**config.mk**
```make
export PLATFORM = sky130hd
export DESIGN_NAME = adda_reset_seq
export DESIGN_NICKNAME = d
export VERILOG_FILES = /design/src/rtl/adda_reset_seq.sv
export SDC_FILE = /design/constraint.sdc
export NUM_CORES = 1
export LEC_CHECK = 0
export ABC_AREA = 1
export BUFFER_PORTS_ARGS = -buffer_cell sky130_fd_sc_hd__buf_2
export CAP_MARGIN = 20
export CORE_MARGIN = 4
export CORE_UTILIZATION = 60
export DETAILED_ROUTE_END_ITERATION = 16
export HOLD_SLACK_MARGIN = 0.15
export PLACE_DENSITY = 0.77
export SETUP_SLACK_MARGIN = 0.02
export SLEW_MARGIN = 0
export SYNTH_ARGS = -nofsm -noshare
export SYNTH_HDL_FRONTEND = slang
export SYNTH_SLANG_ARGS = --single-unit
export TNS_END_PERCENT = 30
```
**constraint.sdc**
```tcl
create_clock -name clock -period 2.3 [get_ports clock]
set_input_delay 0.345 -clock clock [delete_from_list [all_inputs] [get_ports clock]]
set_output_delay 0.345 -clock clock [all_outputs]
set_load 0.02 [all_outputs]
```
**src/rtl/adda_reset_seq.sv**
```systemverilog
// adda_reset_seq: sequences release of the ADC, DAC and DSP resets after a
// debounced sampling-PLL lock. ADC is released first, then DAC, then DSP,
// with a fixed gap between stages.
// Optional feature macro: RST_SEQ_WDOG_EN -- adds a lock-loss watchdog in RUN
// that sends the sequence back to HOLD and sets the sticky lock_lost flag.
module adda_reset_seq #(
  parameter int unsigned HOLD_LEN     = 16,
  parameter int unsigned DEB_LEN      = 16,
  parameter int unsigned STAGE_DLY    = 1000,
  parameter int unsigned LOCK_TIMEOUT = 50000,
  parameter int unsigned CNT_W        = 16
) (
  input  logic       clock,
  input  logic       reset,
  input  logic       sw_rst_req,
  input  logic       pll_locked,
  output logic       adc_rst,
  output logic       dac_rst,
  output logic       dsp_rst,
  output logic       seq_done,
  output logic       seq_err,
  output logic       lock_lost,
  output logic [2:0] seq_state
);

  localparam logic [2:0] S_HOLD    = 3'd0;
  localparam logic [2:0] S_WAIT    = 3'd1;
  localparam logic [2:0] S_REL_ADC = 3'd2;
  localparam logic [2:0] S_REL_DAC = 3'd3;
  localparam logic [2:0] S_RUN     = 3'd4;
  localparam logic [2:0] S_ERR     = 3'd5;

  localparam logic [CNT_W-1:0] HOLD_END = CNT_W'(HOLD_LEN - 1);
  localparam logic [CNT_W-1:0] DEB_END  = CNT_W'(DEB_LEN - 1);
  localparam logic [CNT_W-1:0] STG_END  = CNT_W'(STAGE_DLY - 1);
  localparam logic [CNT_W-1:0] TMO_END  = CNT_W'(LOCK_TIMEOUT - 1);
  localparam logic [CNT_W-1:0] CNT_MAX  = '1;

  logic [1:0]       sync_q;
  logic             lock_s;
  logic [2:0]       state_q, state_d;
  logic [CNT_W-1:0] cnt_q, cnt_d;
  logic [CNT_W-1:0] deb_q, deb_d;
  logic             adc_rst_q, adc_rst_d;
  logic             dac_rst_q, dac_rst_d;
  logic             dsp_rst_q, dsp_rst_d;
  logic             seq_done_q, seq_done_d;
  logic             seq_err_q, seq_err_d;
  logic             restart;

  // Two-flop synchroniser for the asynchronous PLL lock; left unreset on purpose
  always_ff @(posedge clock) begin
    sync_q <= {sync_q[0], pll_locked};
  end

  assign lock_s = sync_q[1];

`ifdef RST_SEQ_WDOG_EN
  logic lost_set;
  logic lock_lost_q, lock_lost_d;
`endif

  // Next-state logic; sw_rst_req overrides every state transition
  always_comb begin
    state_d = state_q;
`ifdef RST_SEQ_WDOG_EN
    lost_set = 1'b0;
`endif
    case (state_q)
      S_HOLD:    if (cnt_q == HOLD_END) state_d = S_WAIT;
      S_WAIT: begin
        // Lock takes priority over a timeout on the same edge
        if (lock_s && deb_q == DEB_END) state_d = S_REL_ADC;
        else if (cnt_q == TMO_END)      state_d = S_ERR;
      end
      S_REL_ADC: if (cnt_q == STG_END) state_d = S_REL_DAC;
      S_REL_DAC: if (cnt_q == STG_END) state_d = S_RUN;
      S_RUN: begin
`ifdef RST_SEQ_WDOG_EN
        if (!lock_s && deb_q == DEB_END) begin
          state_d  = S_HOLD;
          lost_set = 1'b1;
        end
`endif
      end
      S_ERR:     state_d = S_ERR;
      default:   state_d = S_HOLD;
    endcase
    if (sw_rst_req) state_d = S_HOLD;
  end

  assign restart = sw_rst_req || (state_d != state_q);

  // Counters: both clear on any state change or restart, and saturate otherwise
  always_comb begin
    cnt_d = (cnt_q == CNT_MAX) ? cnt_q : cnt_q + 1'b1;
    deb_d = '0;
    if (restart) begin
      cnt_d = '0;
    end else begin
      case (state_q)
        // Lock debounce: consecutive synced-high cycles
        S_WAIT: if (lock_s) deb_d = (deb_q == CNT_MAX) ? deb_q : deb_q + 1'b1;
`ifdef RST_SEQ_WDOG_EN
        // Loss debounce: consecutive synced-low cycles
        S_RUN:  if (!lock_s) deb_d = (deb_q == CNT_MAX) ? deb_q : deb_q + 1'b1;
`endif
        default: deb_d = '0;
      endcase
    end
  end

  // Output decode from the next state so outputs move with seq_state
  always_comb begin
    adc_rst_d  = 1'b1;
    dac_rst_d  = 1'b1;
    dsp_rst_d  = 1'b1;
    seq_done_d = 1'b0;
    seq_err_d  = 1'b0;
    case (state_d)
      S_REL_ADC: adc_rst_d = 1'b0;
      S_REL_DAC: begin
        adc_rst_d = 1'b0;
        dac_rst_d = 1'b0;
      end
      S_RUN: begin
        adc_rst_d  = 1'b0;
        dac_rst_d  = 1'b0;
        dsp_rst_d  = 1'b0;
        seq_done_d = 1'b1;
      end
      S_ERR:   seq_err_d = 1'b1;
      default: ;
    endcase
  end

  // State, counters and registered outputs
  always_ff @(posedge clock) begin
    if (reset) begin
      state_q    <= S_HOLD;
      cnt_q      <= '0;
      deb_q      <= '0;
      adc_rst_q  <= 1'b1;
      dac_rst_q  <= 1'b1;
      dsp_rst_q  <= 1'b1;
      seq_done_q <= 1'b0;
      seq_err_q  <= 1'b0;
    end else begin
      state_q    <= state_d;
      cnt_q      <= cnt_d;
      deb_q      <= deb_d;
      adc_rst_q  <= adc_rst_d;
      dac_rst_q  <= dac_rst_d;
      dsp_rst_q  <= dsp_rst_d;
      seq_done_q <= seq_done_d;
      seq_err_q  <= seq_err_d;
    end
  end

`ifdef RST_SEQ_WDOG_EN
  assign lock_lost_d = lock_lost_q | lost_set;

  // Sticky lock-loss flag; only the system reset clears it
  always_ff @(posedge clock) begin
    if (reset) lock_lost_q <= 1'b0;
    else       lock_lost_q <= lock_lost_d;
  end

  assign lock_lost = lock_lost_q;
`else
  assign lock_lost = 1'b0;
`endif

  assign adc_rst   = adc_rst_q;
  assign dac_rst   = dac_rst_q;
  assign dsp_rst   = dsp_rst_q;
  assign seq_done  = seq_done_q;
  assign seq_err   = seq_err_q;
  assign seq_state = state_q;

endmodule

```
# After elaboration in Yosys (flattened, before gate mapping)
# Cells that the tools add are included.
word_totals:
  inputBits: 4
  elab_cells: 48
  regBits: 42
  out_inout_bits: 9
classes:
  n_eq_ne: 16
  n_mux: 12
  n_reduce_logical: 7
  n_addsub: 2
  n_bitwise: 2
ops:
  columns: ["op", "n"]
  rows:
  - ["== test 16 bit (second input constant)", 3]
  - ["adder 16 x 1 -> 16 bit (second input constant)", 2]
  - ["== test 16 x 4 -> 1 bit (second input constant)", 2]
  - ["2-to-1 mux 3 bit", 6]
  - ["one-hot mux 3 bit (6 select lines)", 1]
  - ["== test 16 x 10 -> 1 bit (second input constant)", 1]
  - ["== test 3 x 2 -> 1 bit (second input constant)", 4]
  - ["== test 3 bit (second input constant)", 4]
  - ["2-to-1 mux 1 bit", 5]
  - ["OR reduction 2 bit", 2]
  - ["OR reduction 4 bit", 1]
  - ["== test 3 x 1 -> 1 bit (second input constant)", 1]
  - ["zero test 3 bit", 1]
  - ["!= test 3 bit", 1]
  - ["OR reduction 3 bit", 1]
  - ["inverter 1 bit", 2]
  - ["logical AND 1 bit", 1]
  - ["logical OR 1 bit", 1]

# Logic depth before layout (Yosys ltp)
depth:
  ltp_word: 8
  depth_mapped: 16
  depth_no_buf: 15

# Worst setup path after synthesis
# Ideal clock, no wire load.
synth_timing:
  kind: "flip-flop to flip-flop"
  startpoint: "register cnt_q[0]"
  endpoint: "register deb_q[15]"
  required_ps: 2174
  slack_ps: 457
  arrival_time_ps: 1717
  period_less_slack_ps: 1843
  setup_ps: 126
  n_path_buf: 1
  stages_incl_launch_ff: 16
  path_cell_list: "dfxtp_1 -> ha_1 -> nand2_1 -> inv_1 -> nand2_1 -> nor2_1 -> nand2_1 -> nand2_1 -> nand3b_1 -> nor2_1 -> nor2_1 -> nor2_1 -> nor2_4 -> nand3_4 -> buf_6 -> nor2_4"
synth_via:
  elab_chain_cells: 8
  elab_cells_between_ends: 13
  classes_between: "4 x eq/ne; 7 x mux; 2 x reduce/logical"
synth_lines:
  columns: ["item", "line", "source"]
  rows:
  - ["from (decl)", "42", "logic [CNT_W-1:0] cnt_q, cnt_d;"]
  - ["from (signal assigned)", "150", "cnt_q <= cnt_d;"]
  - ["== test 16 bit", "74", "else if (cnt_q == TMO_END) state_d = S_ERR;"]
  - ["2-to-1 mux 3 bit", "74", null]
  - ["2-to-1 mux 3 bit", "73", "if (lock_s && deb_q == DEB_END) state_d = S_REL_ADC;"]
  - ["one-hot mux 3 bit (6 select lines) *", "69", "case (state_q)"]
  - ["2-to-1 mux 3 bit *", "89", "if (sw_rst_req) state_d = S_HOLD;"]
  - ["!= test 3 bit *", "92", "assign restart = sw_rst_req || (state_d != state_q);"]
  - ["logical OR 1 bit *", "92", null]
  - ["OR reduction 4 bit (no line) *", null, null]
  - ["to (signal assigned)", "142", "deb_q <= '0;"]
  - ["to (signal assigned)", "151", "deb_q <= deb_d;"]
  - ["to (decl)", "43", "logic [CNT_W-1:0] deb_q, deb_d;"]
# Every way passes the cells marked *; elsewhere a longest branch is shown, timed or not.
# A chain may end at the register's enable or synchronous reset.

# Worst setup path after layout
layout_timing:
  startpoint: "register cnt_q[0]"
  endpoint: "register deb_q[7]"
# The elaborated chain is that of the path after synthesis.

==> results.md <==
* Max Freq at 465 MHz
* Final setup fails at 0
* Clock root buffer: clkbuf_8
* DRT iter0 DRCs at 89
* Syn Area/Cell at 7.20 µm²
* Main synth FF type: dfxtp_1
* Seq pwr share at 54.2%
* Max Root-Sink Buffers at 2
* Final hold vios at 0
* Worst Max-Slew Pin Slew at 502 ps
* EDFF count, synth at 0
* Switching share of power at 21.2%
* Global Route Usage Sum at 18.9%
* Clock Sinks at 42
* Max Slew Vio Count at 0
* Combinational share of power at 1.9%
* CP max stage delay at 370 ps
* Clk Latency, worst-skew pair at 300 ps
* Synth warnings at 0
* Wirelength per Cell at 11.6 µm
* I/O pin count at 13
* WS Path Type: reg -> reg
* First-pass GRT wire length at 7490 µm
* Run status: finished, final reports clean
* Area delta synth->final at 12.2%
* GPL Wtd Cong at 0.891
* RSZ-0062 raised after global routing: yes
* Synth unique cells at 32
* Post-CTS resize count at 0
* FF-to-FF End: deb_q[7]
* Final Util at 72.4%
* Syn nets at 317
* Min-delay src: reset
* Die area at 4770 µm²
* Worst hold path cell count at 2
* Global route overflow at 0
* Hold WC Path Type: in -> reg
* Critical Path AT at 2350 ps
* Synth Register Bits at 42
* Peak supply drop at 0.396 mV
* Worst-path clk slew at 80 ps
* Worst Setup SP: cnt_q[0]
* Post-route ant nets at 0
* Cell internal pwr at 0.00106 W
* Starting Density at 64.5%
* Clk_skew at 5.26 ps
* H-tree lvl count at 2
* Port bufs at 11
* Internal reg-to-reg setup slack at 150 ps
* Most frequent cells in the layout: nor2_1, nand2_1, dfxtp_1
* Hold Path End: seq_state[0]
* TritonRoute pass-1 iters at 4
* Crit path cell chain: ha_1 -> nand2_1 -> inv_1 -> nand2_1 -> nor2_1 -> nand2_1 -> nand2_1 -> nand3b_1 -> nor2_1 -> nor2_1 -> nor2_1 -> nor2_4 -> nand3_4 -> buf_4 -> nor2_4
* Share of cells above drive strength 1 at 16.8%
* DRC viols at 0
* DR vias at 1915
* CTS Buf Count at 5
* Req. time, crit path at 2500 ps
* Crit path max-delay cell type: dfxtp_1
* PD cells at 538 nW/µm²
* Final WL at 4390 µm
* DP HPWL at 3110 µm
* Post-synthesis cell count at 311
* Tmin final at 2150 ps
* Crit share post-route at 93.4%
* Largest net degree at the start of global routing at 17
* Critical Path Start Type: flip-flop
* CTS tree: done
* Worst r2r src: cnt_q[0]
* Async set-reset flop share out of synthesis at 0%
* # diodes at 0
* Final cell count without fillers at 379
* Crit end category: flip-flop
* Die height at 69.1 µm
* Antenna violations before repair at 0
* Horiz. Die Dim at 69.1 µm
* Mapped cell area at 2240 µm²
* Nets at 338
* Psw at 0.000286 W
* Cell Area, Placed at 2360 µm²
* Core Box Area at 3470 µm²
* Max FO, Critical Path at 4
* Maxcap violations at 0
* Site row count at 21
* Register area share after synthesis at 37.6%
* Final instance area at 2510 µm²
* Clock power frac at 43.8%
* Vias per cell at 5.05
* Placed cells at 368
* Leading cell type in the layout, fill and taps excluded: nor2_1
* P_leak at 1.09 nW
* Rel. slew slack at 66.2%
* Number of global-route vias before repair at 1741
* FF-to-FF path depth at 15
-- sequential cells by signal, summed over array words and instances, names as in the netlist --
register / count
adc_rst: 1
seq_state: 3
cnt_q: 16
dac_rst: 1
seq_done: 1
deb_q: 16
seq_err: 1
dsp_rst: 1
sync_q: 2
-- routing by layer --
layer | up-vias | wire length [µm] | track usage [%] | part of all wire (%)
met5 | - | 0 | 0 | 0
met4 | 0 | 85 | 7.38 | 1.9
met3 | 9 | 178 | 5.38 | 4.1
met2 | 36 | 2090 | 29.2 | 48
met1 | 863 | 2040 | 24.9 | 46
li1 | 1007 | - | - | -
-- what timing repair did --
item | in CTS | in global routing
buffers inserted | 0 | 2
endpoints found under the setup margin | 0 | 16
hold buffers | 1 | 0
endpoints found under the hold margin | 1 | 0
-- power groups by stage --
stage          clock (W)  combinational (W)  sequential, W
4_1_cts         0.000607          0.0000257       0.000732
3_3_place_gp           0          0.0000246       0.000749
2_1_floorplan          0          0.0000169       0.000749
3_5_place_dp           0          0.0000244       0.000749
6_report        0.000592          0.0000258       0.000732
5_1_grt         0.000643          0.0000286       0.000733
-- worst max-delay path: cells and delay by family (launching register included) --
kind	cells	cell delay (ps)
adders and majority gates	1	220
DFF	1	370
and+or+nand+nor	12	1210
buffers and inverters	2	250
-- area by class of cell --
type | instances | area, µm²
sequential | 42 | 841
multi-input combinational | 222 | 1200
clock inverter | 3 | 45.0
fill | 296 | 957
timing repair buffer | 18 | 135
inverter | 43 | 161
clock buffer | 5 | 68.8
tap | 46 | 57.6
-- metrics by stage --
stage	TNS (ps)	total power [W]	setup WS [ps]	hold WS (ps)
finish	0	0.00135	151	232
detailed placement	0	0.000774	93.1	328
floorplan	0	0.000766	457	310
CTS	0	0.00137	56.6	223
global route	-7.77	0.00140	-4.68	245
global placement	0	0.000774	173	313
-- worst max-delay path by stage --
| stage | to | slack [ps] | cells past startpoint |
|---|---|---|---|
| floorplan | deb_q[15] | 460 | 15 |
| detailed placement | deb_q[4] | 90 | 13 |
| CTS | deb_q[4] | 60 | 13 |
| global route | deb_q[14] | -5 | 15 |
| finish | deb_q[7] | 150 | 15 |
| global placement | deb_q[5] | 170 | 13 |
-- synthesized netlist by cell type (5+ instances only) --
master | number | share of area (%)
dfxtp_1 | 42 | 38
nand2_1 | 48 | 8.0
o21ai_0 | 6 | 1.3
a21oi_1 | 9 | 2.0
inv_1 | 38 | 6.4
nor2_2 | 9 | 2.5
nand3_1 | 18 | 4.0
nor3_1 | 6 | 1.3
nor2_4 | 11 | 5.5
nor2_1 | 69 | 12
xor2_1 | 18 | 7.0
inv_2 | 5 | 0.84
-- cells by family after synthesis --
| family | Yosys count | synth area share (%) |
|---|---|---|
| mux | 3 | 1.34 |
| buf+inv | 47 | 8.72 |
| simple gates | 175 | 38.0 |
| compound gates | 21 | 5.26 |
| flops | 42 | 37.6 |
| fa+ha+maj | 2 | 1.12 |
| xor+xnor | 20 | 7.83 |
| other cells | 1 | 0.168 |
(Power assumes the default switching activity.)
